### config.mk
export PLATFORM = sky130hd
export DESIGN_NAME = tt_sweep_ctrl
export DESIGN_NICKNAME = d
export VERILOG_FILES = /design/src/rtl/tt_sweep_pkg.sv /design/src/rtl/tt_sweep_ctrl_settle_timer.sv /design/src/rtl/tt_sweep_ctrl.sv
export SDC_FILE = /design/constraint.sdc
export NUM_CORES = 1
export LEC_CHECK = 0
export BUFFER_PORTS_ARGS = -buffer_cell sky130_fd_sc_hd__buf_2
export CORE_MARGIN = 3
export CORE_UTILIZATION = 30
export CTS_CLUSTER_DIAMETER = 30
export CTS_CLUSTER_SIZE = 10
export DETAILED_ROUTE_END_ITERATION = 16
export PLACE_DENSITY_LB_ADDON = 0.05
export SLEW_MARGIN = 20
export SYNTH_ARGS = -nofsm -noshare
export SYNTH_HDL_FRONTEND = slang
export SYNTH_SLANG_ARGS = --single-unit
### constraint.sdc
create_clock -name clk -period 4.3 [get_ports clk]
set_input_delay 0.645 -clock clk [delete_from_list [all_inputs] [get_ports clk]]
set_output_delay 0.645 -clock clk [all_outputs]
set_load 0.02 [all_outputs]
### src/rtl/tt_sweep_pkg.sv
// Shared definitions for the truth-table sweep controller: FSM state encoding,
// row geometry and a helper that maps a row index onto its code bit position.
package tt_sweep_pkg;

    localparam int unsigned ROWS  = 8;
    localparam int unsigned IDX_W = 3;

    typedef enum logic [1:0] {
        IDLE   = 2'd0,
        APPLY  = 2'd1,
        SAMPLE = 2'd2,
        DONE   = 2'd3
    } state_t;

    // Row 000 lands in the MSB of the code, row 111 in the LSB.
    function automatic logic [IDX_W-1:0] code_pos(input logic [IDX_W-1:0] row);
        return IDX_W'(ROWS - 1) - row;
    endfunction

endpackage

### src/rtl/tt_sweep_ctrl_settle_timer.sv
// settle_timer: loadable down-counter that measures how long a row is held.
//   clk, rst_n : clock, async active-low reset
//   load       : preload the counter for a fresh settle window
//   en         : count while asserted
//   expire     : high on the last cycle of the window (while en is high)
module settle_timer #(
    parameter int unsigned SETTLE_CYCLES = 4,
    parameter int unsigned CNT_W         = 8
) (
    input  logic clk,
    input  logic rst_n,
    input  logic load,
    input  logic en,
    output logic expire
);

    // A programmed value of 0 behaves as 1.
    localparam int unsigned EFF_CYCLES = (SETTLE_CYCLES == 0) ? 1 : SETTLE_CYCLES;
    localparam logic [CNT_W-1:0] LOAD_VAL = CNT_W'(EFF_CYCLES - 1);

    logic [CNT_W-1:0] cnt_q;

    // Counter register: preload on load, otherwise decrement toward zero.
    always_ff @(posedge clk or negedge rst_n) begin
        if (!rst_n) begin
            cnt_q <= '0;
        end else if (load) begin
            cnt_q <= LOAD_VAL;
        end else if (en && (cnt_q != '0)) begin
            cnt_q <= cnt_q - CNT_W'(1);
        end
    end

    assign expire = en && (cnt_q == '0);

endmodule

### src/rtl/tt_sweep_ctrl.sv
// tt_sweep_ctrl: sweeps all 8 input rows of a 3-input gate, samples its output
// after a settle window per row, and compares the measured code with an
// expected code.
//   start/abort : begin (from IDLE) / cancel (APPLY or SAMPLE) a sweep
//   expected    : expected truth-table code, captured at start
//   dut_out     : gate-under-test output
//   in1/in2/in3 : gate inputs, {in1,in2,in3} = row index
//   busy/done   : sweep in progress / one-cycle completion pulse
//   result, match, mismatch : measured code, equality flag, bitwise difference
module tt_sweep_ctrl
    import tt_sweep_pkg::*;
#(
    parameter int unsigned SETTLE_CYCLES = 4,
    parameter int unsigned CNT_W         = 8
) (
    input  logic            clk,
    input  logic            rst_n,
    input  logic            start,
    input  logic            abort,
    input  logic [ROWS-1:0] expected,
    input  logic            dut_out,
    output logic            in1,
    output logic            in2,
    output logic            in3,
    output logic            busy,
    output logic            done,
    output logic [ROWS-1:0] result,
    output logic            match,
    output logic [ROWS-1:0] mismatch
);

    state_t           state_q, state_d;
    logic [IDX_W-1:0] row_q, row_d;
    logic [IDX_W-1:0] idx_q, idx_d;
    logic [ROWS-1:0]  exp_q, exp_d;
    logic [ROWS-1:0]  result_d;
    logic [ROWS-1:0]  mismatch_d;
    logic             match_d;
    logic             busy_d;
    logic             done_d;
    logic             tmr_load;
    logic             tmr_en;
    logic             tmr_expire;

    settle_timer #(
        .SETTLE_CYCLES (SETTLE_CYCLES),
        .CNT_W         (CNT_W)
    ) u_settle_timer (
        .clk    (clk),
        .rst_n  (rst_n),
        .load   (tmr_load),
        .en     (tmr_en),
        .expire (tmr_expire)
    );

    // State and output registers.
    always_ff @(posedge clk or negedge rst_n) begin
        if (!rst_n) begin
            state_q  <= IDLE;
            row_q    <= '0;
            idx_q    <= '0;
            exp_q    <= '0;
            result   <= '0;
            match    <= 1'b0;
            mismatch <= '0;
            busy     <= 1'b0;
            done     <= 1'b0;
        end else begin
            state_q  <= state_d;
            row_q    <= row_d;
            idx_q    <= idx_d;
            exp_q    <= exp_d;
            result   <= result_d;
            match    <= match_d;
            mismatch <= mismatch_d;
            busy     <= busy_d;
            done     <= done_d;
        end
    end

    assign {in1, in2, in3} = idx_q;

    // Next-state and next-output logic.
    always_comb begin
        state_d    = state_q;
        row_d      = row_q;
        idx_d      = idx_q;
        exp_d      = exp_q;
        result_d   = result;
        match_d    = match;
        mismatch_d = mismatch;
        busy_d     = busy;
        done_d     = 1'b0;
        tmr_load   = 1'b0;
        tmr_en     = 1'b0;

        case (state_q)
            IDLE: begin
                // abort beats start when both arrive together.
                if (start && !abort) begin
                    state_d    = APPLY;
                    row_d      = '0;
                    idx_d      = '0;
                    exp_d      = expected;
                    result_d   = '0;
                    match_d    = 1'b0;
                    mismatch_d = '0;
                    busy_d     = 1'b1;
                    tmr_load   = 1'b1;
                end
            end

            APPLY: begin
                if (abort) begin
                    state_d    = IDLE;
                    idx_d      = '0;
                    busy_d     = 1'b0;
                    match_d    = 1'b0;
                    mismatch_d = '0;
                end else begin
                    tmr_en = 1'b1;
                    if (tmr_expire) begin
                        state_d = SAMPLE;
                    end
                end
            end

            SAMPLE: begin
                if (abort) begin
                    state_d    = IDLE;
                    idx_d      = '0;
                    busy_d     = 1'b0;
                    match_d    = 1'b0;
                    mismatch_d = '0;
                end else begin
                    result_d[code_pos(row_q)] = dut_out;
                    if (row_q == IDX_W'(ROWS - 1)) begin
                        // Compare against the code including the bit captured now,
                        // so match/mismatch appear together with done.
                        state_d    = DONE;
                        idx_d      = '0;
                        done_d     = 1'b1;
                        match_d    = (result_d == exp_q);
                        mismatch_d = result_d ^ exp_q;
                    end else begin
                        state_d  = APPLY;
                        row_d    = row_q + IDX_W'(1);
                        idx_d    = row_q + IDX_W'(1);
                        tmr_load = 1'b1;
                    end
                end
            end

            DONE: begin
                state_d = IDLE;
                busy_d  = 1'b0;
            end

            default: begin
                state_d = IDLE;
            end
        endcase
    end

endmodule

Yosys cells after proc, flatten, opt, wreduce, memory -nomap -nowiden:

Cells that the tools add are included.

* flip-flop bits (word level): 43
* latch bits: 0
* memory bits (writable): 0
* memory bits (read-only): 0
* input bits: 13
* memories kept: 0

* add/sub/neg operators: 3
* $mul: 0
* divide/modulo/power cells: 0
* $lt $le $gt $ge: 2
* equality and inequality tests: 12
* shifts and indexed selects: 0
* muxes and demuxes: 42
* bitwise gates (word level): 1
* reduce and logical (&&, ||, !) cells: 19

Operators by type and width (count)
* 8-bit two-way mux: 7
* 8-bit one-hot mux with 3 select lines: 1
* 3-bit two-way mux: 6
* 8-bit one-hot mux with 2 select lines: 1
* 1-bit two-way mux: 14
* 2-bit two-way mux: 5
* 3-bit one-hot mux with 3 select lines: 1
* 8-bit bitwise mux: 1
* 8-bit equality test: 1
* 8-bit logical NOT: 1
* 2-bit inequality test (second input constant): 4
* 2-bit one-hot mux with 4 select lines: 1
* 4-bit AND reduction: 2
* 8-bit nonzero test: 1
* 8-bit by 1-bit subtractor with 8-bit output (second input constant): 1
* 8-bit bitwise XOR: 1
* 3-bit inequality test (second input constant): 2
* 1-bit one-hot mux with 3 select lines: 2
* 3-bit one-hot mux with 2 select lines: 1
* 2-bit AND reduction: 3
* 3-bit AND reduction: 2
* 2-bit equality test (second input constant): 2
* 1-bit logical AND: 4
* 3-bit by 4-bit < comparator with 1-bit output (second input constant): 1
* 13 further kinds: 14

Longest topological paths before layout:

* depth in word-level cells: 10
* mapped depth: 8

Modules after synthesis:

Synthesis repeated with hierarchy kept, for this count alone.

* cell total of the unflattened synthesis: 211
* area, all modules: 2249.7 sq um

Modules (own cells, without submodules)
* tt_sweep_ctrl: times used 1, cells each 163, area each 1791.7 sq um
* settle_timer: times used 1, cells each 48, area each 457.9 sq um

Worst setup path after synthesis:

Ideal clock, no wire load.

* path kind: input to register
* start: in abort
* end: reg match
* library setup time: 0.092 ns
* arrival time: 1.788 ns
* path slack: 2.420 ns
* stages: 6
* buffers on the path: 1
* cells stage by stage: buf_2 > nor2b_1 > nand2_1 > nor3_2 > nand2b_1 > o31ai_2

* cells in the longest elaborated chain, start to end: 4
* elaborated cells on any way between the ends: 8

RTL lines
* start: declaration: line tt_sweep_ctrl.sv:19 `input logic abort,`
* 1-bit logical NOT: line tt_sweep_ctrl.sv:100 `if (start && !abort) begin`
* 1-bit logical AND: line tt_sweep_ctrl.sv:100
* 2-bit inequality test (no source line)
* 4-bit AND reduction (no source line)
* end signal: assignment: line tt_sweep_ctrl.sv:74 `match <= match_d;`
* end: declaration: line tt_sweep_ctrl.sv:28 `output logic match,`

Parallel ways exist; a longest one is shown, timed or not.
A chain may end at the register's enable or synchronous reset.

Final worst setup path:

* start: reg row_q[0]
* end: reg match

* cells in the longest elaborated chain, start to end: 10
* elaborated cells on any way between the ends: 14

RTL lines
* start: declaration: line tt_sweep_ctrl.sv:33 `logic [IDX_W-1:0] row_q, row_d;`
* start signal: assignment: line tt_sweep_ctrl.sv:70 `row_q <= row_d;`
* 3-bit subtractor: line tt_sweep_pkg.sv:17 `return IDX_W'(ROWS - 1) - row;`
* 3-bit by 4-bit < comparator with 1-bit output (implied by the code) / 3-bit by 1-bit >= comparator with 1-bit output (equally long branches): line tt_sweep_ctrl.sv:136 `result_d[code_pos(row_q)] = dut_out;`
* 1-bit logical AND (implied by the code): line tt_sweep_ctrl.sv:136
* 1-bit two-way mux (implied by the code): line tt_sweep_ctrl.sv:136
* 1-bit demux with 3-bit select: line tt_sweep_ctrl.sv:136
* 8-bit bitwise mux: line tt_sweep_ctrl.sv:136
* 8-bit equality test: line tt_sweep_ctrl.sv:143 `match_d = (result_d == exp_q);`
* 1-bit two-way mux: line tt_sweep_ctrl.sv:137 `if (row_q == IDX_W'(ROWS - 1)) begin`
* 1-bit two-way mux: line tt_sweep_ctrl.sv:129 `if (abort) begin`
* 1-bit one-hot mux with 3 select lines: line tt_sweep_ctrl.sv:97 `case (state_q)`

Parallel ways exist; a longest one is shown, timed or not. The select of a mux whose other input is x is not followed.

==> results by group <==
Routing
  • DR vias/cell: 4.62
  • Final WL: 4.99 mm
  • Metal2 WL: roughly 2.3 mm
  • Iteration count of the initial detailed-routing pass: 4
  • DRT iter0 DRCs: between 40 and 50
  • Remaining DRCs: 0
  • DR WL/cell: between 10 and 15 um
  • Met1 wire length: 2.42 mm
  • Detail Route Antenna Nets: 0
  • Vias post-DR: roughly 1600
  • Top sig layer: met4
  • Met3 Routed Length: roughly 190 um

Floorplanning
  • Core area: between 0.007 and 0.008 mm^2
  • Die area: roughly 0.0086 mm^2
  • IO Count: 35
  • Initial core utilization: between 30% and 40%
  • Die height: 92.6 um
  • Die Wd: 92.6 um
  • Num rows: 30

GRT
  • Overflow after GRT: 0
  • First-pass GRT wire length: 8.25 mm
  • Tot GR Track Use: between 10% and 20%
  • Initial antenna violation count: 0
  • Largest net degree at the start of global routing: 44
  • Number of global-route vias before repair: between 1500 and 2000

Yosys
  • Main synth FF type: dfrtp_1
  • Post-synthesis sequential area ratio: between 40 and 50%
  • YS warnings: 0
  • Synth async-reset ratio: 100%
  • Syn Area/Cell: between 10 and 15 um^2
  • Top post-synthesis cells by area: dfrtp_1 (48%), xnor2_1 (5.5%), mux2_2 (4.5%), ha_1 (4.4%), a22o_1 (4.3%)
  • Leading area contributor after synthesis: dfrtp_1
  • Top cell type's share of synthesized area: around 48%
  • Number of synthesized register bits: between 40 and 50
  • Post-synth EDFFs: 0
  • Synth cell types: 37
  • Syn Nets: approximately 230
  • Cells after Synth: 207
  • Mapped Area: 0.00225 mm^2

Setup path
  • CP delay by family, top: simple AND/OR/NAND/NOR gates
  • CP max FO: 13
  • Arrival time worst endpoint: 2.55 ns
  • FF-to-FF setup slack: 1.97 ns
  • Worst path required time: around 4.5 ns
  • Crit. End Element: register
  • Crit Path Class: register to register
  • CP Launch Type: register
  • Cell mode on critical path: ha_1
  • Critical R2R Launch: row_q[0]
  • Buf/Inv on CP: 0
  • Crit-path slowest cell: dfrtp_1
  • Worst stage delay on the critical path: a little over 0.6 ns
  • R2R depth: 6
  • Reg-to-Reg End: match
  • Critical path cell sequence: ha_1 > ha_1 > nand2_1 > nor3_2 > nand2b_1 > o31ai_2

Timing
  • Clock skew: 0.00538 ns
  • Setup Total Neg Slack: 0 ns
  • Pins Over Slew Limit: 0
  • Tightest Pin Transition: around 0.8 ns
  • Setup violations, final: 0
  • Slew Limit Headroom: between 40% and 50%
  • RSZ-0062 raised after global routing: no
  • Final min period: between 2 and 2.5 ns
  • Fin. Hold Viols: 0
  • Final setup margin: approximately 2 ns
  • Hold Slack: 0.321 ns
  • Fin crit share: 54.1%
  • FMAX: between 400 and 500 MHz

Worst hold path
  • Hold WC Path Type: primary input to asynchronous set/reset pin

Clock tree
  • Maximum clock path buffer count: 2
  • Worst-Skew Late Latency: approximately 0.30 ns
  • Postcts setup bufs: 0
  • CTS tree: built
  • Post-cts sizing count: 0
  • Clk sink count: 43
  • Reg clk slew, reported paths: 0.09 ns
  • Number of CTS-inserted buffers: 5
  • H-tree levels: 2
  • Hold Buf Count CTS: 0
  • Root Buffer: clkbuf_8

Placed design
  • Count of input and output buffers: 34
  • Gpl congestion: between 0.7 and 0.8
  • Placement Setup Slack: 1.90 ns
  • DP HPWL: ~3.6 mm

Pwr
  • Net Sw Power: around 0.48 mW
  • Comb power frac: 34.0%
  • Share of power burned in registers: about 42%
  • Switching portion of total power: 35.5%
  • Leak: around 1.3 nW
  • Pwr per Cell Area: about 520 mW/mm^2
  • Worst VDD drop: approximately 0.00020 V
  • Total power: roughly 1.4 mW
  • Clock power frac: between 20% and 30%
  • Internal: 0.877 mW

Layout
  • Layout Nets: roughly 260
  • FF/Latch Area: approximately 0.0011 mm^2
  • Filler cells: 721
  • Footprint of the multi-input gates: ~0.0011 mm^2
  • Ant diodes: 0
  • Area added between synthesis and finish: 15.7%
  • Share of post-route cells with drive strength above 1: between 20% and 30%

Job
  • Max-cap violations: 0

Run status
  • Status: complete, no violations
==> flip-flops by register name (all words and copies together) (netlist names) <==
name,flops
idx_q,3
row_q,3
state_q,2
exp_q,8
mismatch,8
result,8
done,1
u_settle_timer.cnt_q,8
busy,1
match,1
==> worst max-delay path by stage <==
stage,start,end,slack [ns],cells past startpoint
after floorplan,abort,match,2.42,6
after global placement,abort,match,1.91,6
after detailed placement,abort,mismatch[7],1.90,5
after CTS,row_q[0],match,1.92,6
after global routing,row_q[0],match,1.70,6
final,row_q[0],match,1.97,6
==> power groups by stage <==
stage | sequential [mW] | clock (mW) | combinational (mW)
final | 0.572 | 0.325 | 0.463
after global routing | 0.588 | 0.356 | 0.529
after CTS | 0.573 | 0.341 | 0.471
after detailed placement | 0.581 | 0 | 0.470
after global placement | 0.580 | 0 | 0.477
after floorplan | 0.573 | 0 | 0.371
==> cells in the final DEF (no fill, tap or decap), types with 2 or more instances in the layout <==
master    netlist  layout
or3_1           3       3
buf_2           2      33
o22ai_1         5       5
a32o_1          4       4
nor3_1          4       4
o21ai_0         8       8
nand3b_1        2       2
a21oi_1         8       8
ha_1            8       8
mux2_2          9       9
nand2_1        16      16
a21o_1          3       3
dfrtp_1        43      43
a211oi_1        2       2
o31ai_1         2       2
mux2i_1         8       8
xnor2_1        14      14
nor4_1          2       2
nor2b_1         2       2
nand2b_1        7       7
nand3b_4        2       2
nor3b_1         4       4
a22o_1         11      11
clkbuf_8        0       5
nor2_1         11      11
inv_1          12      12
==> cells in the mapped netlist (2+ instances only) <==
cell,number
a211oi_1,2
a21o_1,3
a21oi_1,8
a22o_1,11
a32o_1,4
buf_2,2
buf_6,2
clkbuf_1,3
dfrtp_1,43
ha_1,8
inv_1,12
mux2_2,9
mux2i_1,8
nand2_1,16
nand2b_1,7
nand3b_1,2
nand3b_4,2
nor2_1,11
nor2b_1,2
nor3_1,4
nor3b_1,4
nor4_1,2
o21ai_0,8
o22ai_1,5
o31ai_1,2
or3_1,3
xnor2_1,14
==> layout make-up <==
class                   count  area share, %
inverters                  12           1.73
repair buffers             34           6.63
clock inverters             3           1.68
flip-flops and latches     43           41.3
well taps                  96           4.61
multi-input cells         144           41.4
clock buffers               5           2.64
==> logic make-up (layout without fill, tap and decap cells) <==
| group | after synthesis | after routing | share of synthesized area, % |
|---|---|---|---|
| AOI/OAI and AO/OA | 47 | 47 | 14.9 |
| xor gates and xnor gates | 15 | 15 | 5.84 |
| adders and majority gates | 8 | 8 | 4.45 |
| buffers and inverters | 20 | 54 | 4.28 |
| DFF | 43 | 43 | 47.8 |
| muxes | 17 | 17 | 8.06 |
| and+or+nand+nor | 57 | 57 | 14.6 |
==> metrics by stage <==
| stage | utilization, % | cell area, um^2 | cells |
|---|---|---|---|
| floorplan | - | 2250 | 207 |
| global placement | 35.5 | 2490 | 329 |
| detailed placement | 35.5 | 2490 | 329 |
| CTS | 37.1 | 2600 | 337 |
| global route | 37.1 | 2600 | 337 |
| finish | 37.1 | 2600 | 337 |
==> routing by layer <==
| layer | GRT usage, % | vias to the layer above |
|---|---|---|
| met3 | 2.76 | 8 |
| met5 | 0 | - |
| met1 | 16.6 | 721 |
| met4 | 4.83 | 0 |
| met2 | 20.2 | 29 |
| li1 | - | 798 |
Power figures use the tool's default switching activity.
